**src/rtl/peripheral_timer_multi.sv**
```systemverilog
// Multi-channel down-counting timer with per-channel prescaler, one-shot/periodic modes
// and W1C done status, accessed through a simple chip-select register bus.
module peripheral_timer_multi #(
    parameter int unsigned CHANNELS = 2,
    parameter int unsigned WIDTH    = 16
) (
    input  logic                clk,
    input  logic                rst,
    input  logic                cs,
    input  logic                rd,
    input  logic                wr,
    input  logic [3:0]          addr,
    input  logic [15:0]         data_in,
    output logic [15:0]         data_out,
    output logic [CHANNELS-1:0] irq
);

    localparam logic [1:0] RegCtrl   = 2'd0;
    localparam logic [1:0] RegLoad   = 2'd1;
    localparam logic [1:0] RegCount  = 2'd2;
    localparam logic [1:0] RegStatus = 2'd3;

    logic [CHANNELS-1:0] en_q, en_d;
    logic [CHANNELS-1:0] mode_q, mode_d;
    logic [CHANNELS-1:0] ie_q, ie_d;
    logic [CHANNELS-1:0] done_q, done_d;
    logic [7:0]          prescale_q [CHANNELS];
    logic [7:0]          prescale_d [CHANNELS];
    logic [7:0]          presc_q    [CHANNELS];
    logic [7:0]          presc_d    [CHANNELS];
    logic [WIDTH-1:0]    load_q     [CHANNELS];
    logic [WIDTH-1:0]    load_d     [CHANNELS];
    logic [WIDTH-1:0]    count_q    [CHANNELS];
    logic [WIDTH-1:0]    count_d    [CHANNELS];

    logic [CHANNELS-1:0] tick;
    logic [CHANNELS-1:0] expire;
    logic [1:0]          ch_sel;
    logic [1:0]          reg_sel;
    logic                bus_wr;
    logic                bus_rd;
    logic [15:0]         rdata;
    logic                unused_data_bits;

    assign ch_sel  = addr[3:2];
    assign reg_sel = addr[1:0];
    assign bus_wr  = cs & wr;
    assign bus_rd  = cs & rd & ~wr;

    // CTRL bits [7:3] are reserved and never stored.
    assign unused_data_bits = ^data_in[7:3];

    always_comb begin
        en_d   = en_q;
        mode_d = mode_q;
        ie_d   = ie_q;
        done_d = done_q;
        tick   = '0;
        expire = '0;
        for (int c = 0; c < int'(CHANNELS); c++) begin
            prescale_d[c] = prescale_q[c];
            presc_d[c]    = presc_q[c];
            load_d[c]     = load_q[c];
            count_d[c]    = count_q[c];

            // >= keeps ticking if PRESCALE is lowered below the running prescaler value.
            tick[c]   = en_q[c] && (presc_q[c] >= prescale_q[c]);
            expire[c] = tick[c] && (count_q[c] == '0);

            if (!en_q[c] || tick[c]) begin
                presc_d[c] = '0;
            end else begin
                presc_d[c] = presc_q[c] + 8'd1;
            end

            if (tick[c]) begin
                if (expire[c]) begin
                    done_d[c] = 1'b1;
                    if (mode_q[c]) begin
                        count_d[c] = load_q[c];
                    end else begin
                        en_d[c] = 1'b0;
                    end
                end else begin
                    count_d[c] = count_q[c] - WIDTH'(1);
                end
            end

            // Bus writes land after the timer update so they win over decrement/reload.
            if (bus_wr && (ch_sel == 2'(c))) begin
                unique case (reg_sel)
                    RegCtrl: begin
                        en_d[c]       = data_in[0];
                        mode_d[c]     = data_in[1];
                        ie_d[c]       = data_in[2];
                        prescale_d[c] = data_in[15:8];
                    end
                    RegLoad: begin
                        load_d[c]  = data_in[WIDTH-1:0];
                        count_d[c] = data_in[WIDTH-1:0];
                    end
                    RegCount: begin
                    end
                    RegStatus: begin
                        if (data_in[0] && !expire[c]) begin
                            done_d[c] = 1'b0;
                        end
                    end
                endcase
            end
        end
    end

    always_comb begin
        rdata = '0;
        for (int c = 0; c < int'(CHANNELS); c++) begin
            if (ch_sel == 2'(c)) begin
                unique case (reg_sel)
                    RegCtrl:   rdata = {prescale_q[c], 5'b0, ie_q[c], mode_q[c], en_q[c]};
                    RegLoad:   rdata[WIDTH-1:0] = load_q[c];
                    RegCount:  rdata[WIDTH-1:0] = count_q[c];
                    RegStatus: rdata[0] = done_q[c];
                endcase
            end
        end
    end

    always_ff @(posedge clk or negedge rst) begin
        if (!rst) begin
            en_q     <= '0;
            mode_q   <= '0;
            ie_q     <= '0;
            done_q   <= '0;
            data_out <= '0;
            for (int c = 0; c < int'(CHANNELS); c++) begin
                prescale_q[c] <= '0;
                presc_q[c]    <= '0;
                load_q[c]     <= '0;
                count_q[c]    <= '0;
            end
        end else begin
            en_q   <= en_d;
            mode_q <= mode_d;
            ie_q   <= ie_d;
            done_q <= done_d;
            for (int c = 0; c < int'(CHANNELS); c++) begin
                prescale_q[c] <= prescale_d[c];
                presc_q[c]    <= presc_d[c];
                load_q[c]     <= load_d[c];
                count_q[c]    <= count_d[c];
            end
            if (bus_rd) begin
                data_out <= rdata;
            end
        end
    end

    assign irq = done_q & ie_q;

endmodule

```
**config.mk**
```make
export PLATFORM = sky130hd
export DESIGN_NAME = peripheral_timer_multi
export DESIGN_NICKNAME = d
export VERILOG_FILES = /design/src/rtl/peripheral_timer_multi.sv
export SDC_FILE = /design/constraint.sdc
export NUM_CORES = 1
export LEC_CHECK = 0
export BUFFER_PORTS_ARGS = -buffer_cell sky130_fd_sc_hd__buf_4
export CORE_MARGIN = 1.5
export CORE_UTILIZATION = 45
export DETAILED_ROUTE_END_ITERATION = 12
export PLACE_DENSITY = 0.66
export SETUP_SLACK_MARGIN = 0.1
export SLEW_MARGIN = 10
export SYNTH_ARGS = -nofsm -noshare
export SYNTH_HDL_FRONTEND = slang
export SYNTH_SLANG_ARGS = --single-unit
```
**constraint.sdc**
```tcl
create_clock -name clk -period 2.9 [get_ports clk]
set_input_delay 0.145 -clock clk [delete_from_list [all_inputs] [get_ports clk]]
set_output_delay 0.145 -clock clk [all_outputs]
set_load 0.03 [all_outputs]
```
==> flow_metrics.py <==
metrics = {
    "critical_path": {
        "rr_endpoint": "count_q[21]$_DFF_PN0_",
        "required_ns": 3.13,
        "r2r_start": "count_q[20]$_DFF_PN0_",
        "path_cells": "nor4_1 -> nor4b_4 -> buf_4 -> nand3_1 -> o31a_1 -> o21ai_0 -> a31oi_1",
        "path_class": "register to register",
        "reg2regPathDepth": 7,
        "critPathTopFamily": "simple AND/OR/NAND/NOR gates",
        "cpMaxStageDelayCell": "nor4_1",
        "ff2ff_setup_slack_ns": 0.45,
        "crit_buf_inv": 1,
        "crit_path_end_kind": "register",
        "critPathMaxFanout": 8,
        "slowest_delay_ns": 0.62,
        "critPathLaunchType": "register",
        "arrival_ns": 2.68,
    },
    "power_and_ir_drop": {
        "power_density_nw_per_um2": 704,
        "ir_worst_vdd_uv": 477,
        "leakage_nw": 3.71,
    },
    "clock_tree": {
        "h-tree-depth": 4,
        "clk_pin_slew_ns": 0.05,
        "clock_path_buffers": 2,
        "cts_buffers": 17,
        "cts.sink_count": 120,
        "post_cts_buffers": 0,
        "clockRootBuffer": "clkbuf_16",
        "clk_latency_ns": 0.42,
        "cts_tree": "built",
    },
    "route": {
        "postRouteAntennaNets": 0,
        "via_per_inst": 5.97,
        "wl_met2_mm": 9.75,
        "vias": 6211,
        "dr_wl_met3_mm": 1.34,
        "avgRoutedWirePerCell_um": 20.4,
        "wl_met1_mm": 9.63,
        "routed.top_layer": "met4",
        "drcViolationCount": 0,
        "dr.pass1.iters": 5,
        "drt_wl_total_mm": 21.2,
        "drt-initial-drc-count": 524,
    },
    "sta": {
        "tns_ns": 0,
        "period_needed_ns": 2.45,
        "finalClockSkew_ns": 0.00908,
        "maxSlewViolCount": 0,
        "hold_viol_final": 0,
        "tightest_slew_ns": 1.15,
        "relSlewSlack": 0.231,
        "fin_crit_sh": 0.844,
        "hold_ws_ns": 0.00598,
        "setup_violations": 0,
        "rsz0062_at_grt": "false",
        "timing.fmax_mhz": 408,
    },
    "cells_and_area": {
        "fillCellCount": 1354,
        "layout.cells.non_filler": 1040,
        "multi_input_comb_area_um2": 3640,
        "final_util": 0.541,
        "layout-drive-gt1-share": 0.143,
        "area_growth_pct": 18.2,
        "n_antenna_cell": 0,
        "nets": 886,
        "regArea_um2": 3000,
    },
    "synthesis": {
        "synth_fp_nets": 835,
        "yosysWarnings": 0,
        "synth_cell_types": 61,
        "synth_area_um2": 6930,
        "avgSynthCellArea_um2": 8.79,
        "synthCells": 788,
        "synth_seq_cells": 120,
        "synth_top_flop_cell": "dfrtp_1",
        "ys_async_sr_fraction": 1.00,
        "ys_seq_area_frac": 0.433,
        "synth_area_leaders": "dfrtp_1 (43%), nand2_1 (7.9%), o21ai_0 (5.6%), ha_1 (4.0%), mux2i_1 (3.8%)",
        "synth_edf_count": 0,
        "yosysTopAreaCell": "dfrtp_1",
        "synth_top_area_share": 0.433,
    },
    "global_routing": {
        "track_usage": 0.275,
        "grt_max_degree": 53,
        "overflow": 0,
        "grt_pass1_wl_mm": 34.2,
        "grt_pass1_vias": 6146,
        "antenna_found_initial": 0,
    },
    "min_path": {
        "hold_path_class": "input pin to register",
        "hold-path-cell-count": 3,
        "worstHoldStart": "data_in[8]",
        "min_to": "load_q[8]$_DFFE_PN0P_",
    },
    "floorplanning": {
        "io_pins": 43,
        "core_um2": 15100,
        "num_rows": 45,
        "die_h_um": 127,
        "start_util": 0.458,
        "dieArea_um2": 16200,
        "die_w_um": 127,
    },
    "placement": {
        "portBuffers": 42,
        "dp.cells": 993,
        "dp_hpwl_mm": 14.5,
        "gp_congestion": 0.890,
    },
    "status": {
        "status": "finished clean",
    },
    "flow_run": {
        "drv_cap": 0,
    },
}
==> power breakdown <==
part           total, W  leakage (nW)  switching, W  internal [W]
Sequential      0.00242          1.51      0.000422       0.00200
Clock           0.00208         0.293      0.000760       0.00132
Combinational   0.00127          1.91      0.000735      0.000534
Total           0.00577          3.71       0.00192       0.00385
==> per-stage QoR <==
stage	instance area, µm²	power [W]	setup slack [ns]
global placement	7470	0.00362	0.608
finish	8190	0.00577	0.452
CTS	8190	0.00577	0.518
global route	8190	0.00605	0.290
detailed placement	7470	0.00368	0.536
floorplan	6930	0.00314	0.618
==> how the worst max path moves through the flow <==
stage                           from  cells past startpoint  slack [ns]                    end
2_1_floorplan  count_q[26]$_DFF_PN0_                      8        0.62  count_q[24]$_DFF_PN0_
3_3_place_gp   count_q[20]$_DFF_PN0_                      7        0.61  count_q[19]$_DFF_PN0_
3_5_place_dp    presc_q[8]$_DFF_PN0_                      9        0.54  count_q[18]$_DFF_PN0_
4_1_cts         presc_q[8]$_DFF_PN0_                      9        0.52  count_q[18]$_DFF_PN0_
5_1_grt        count_q[20]$_DFF_PN0_                      7        0.29  count_q[21]$_DFF_PN0_
6_report       count_q[20]$_DFF_PN0_                      7        0.45  count_q[21]$_DFF_PN0_
==> cells in the mapped netlist (3+ instances only) <==
cell type,count
nand4_1,3
xor2_1,11
a32oi_1,6
o21ai_0,78
nand2_1,145
a21oi_1,39
o41ai_1,5
o31ai_1,10
mux2_2,20
or3_1,10
xnor2_1,4
nor2b_1,5
inv_1,30
dfrtp_1,120
and3_1,15
o211ai_1,12
a31oi_1,16
clkbuf_1,40
nand3_1,24
and2_1,5
a22oi_1,6
a22o_1,8
mux2i_1,26
a211oi_1,3
nand3b_1,5
o21a_1,3
o22ai_1,4
ha_1,22
nor4_1,8
nor3_1,4
nor2_1,53
a221oi_1,5
nand2b_1,5
==> cells by family after synthesis <==
kind of cell               synth area share
adders and majority gates            0.0397
AOI/OAI and AO/OA                     0.196
buffers and inverters                0.0426
muxes                                0.0765
and+or+nand+nor                       0.193
xor gates and xnor gates             0.0190
DFF                                   0.433
==> per-layer routing <==
metal | GRT usage | vias to the layer above
li1 | - | 2929
met1 | 0.385 | 3024
met2 | 0.430 | 227
met3 | 0.0565 | 31
met4 | 0.0902 | 0
met5 | 0 | -
==> worst min-delay path, delay by kind of cell <==
family	cells	cell delay (ns)
AND/OR/NAND/NOR	2	0.10
buffers and inverters	1	0.13
==> cell type report <==
type,count,area share
Timing Repair Buffer,77,0.0767
Multi-Input combinational cell,593,0.444
Tap cell,188,0.0287
Sequential cell,120,0.367
Clock inverter,10,0.0122
Inverter,30,0.0137
Clock buffer,22,0.0579
==> repair_timing <==
item                                   CTS  global route
endpoints found under the hold margin   70             0
gates resized for setup                  0             0
hold buffers                            15             0
==> state kept, by name, indices dropped and copies added (netlist names) <==
signal      flops
count_q        32
data_out       16
done_q          2
en_q            2
ie_q            2
load_q         32
mode_q          2
presc_q        16
prescale_q     16
==> cells in the final DEF, fill, tap and decap left out, types with 12 or more instances in the layout <==
| cell type | instances |
|---|---|
| nand2_1 | 145 |
| and3_1 | 15 |
| mux2i_1 | 26 |
| a21oi_1 | 39 |
| nand3_1 | 24 |
| dfrtp_1 | 120 |
| nor2_1 | 52 |
| clkbuf_16 | 17 |
| ha_1 | 22 |
| o211ai_1 | 12 |
| mux2_2 | 20 |
| o21ai_0 | 78 |
| inv_1 | 30 |
| a31oi_1 | 16 |
| buf_4 | 61 |
| dlygate4sd3_1 | 15 |
No activity file was read; power rests on OpenSTA's default activity.
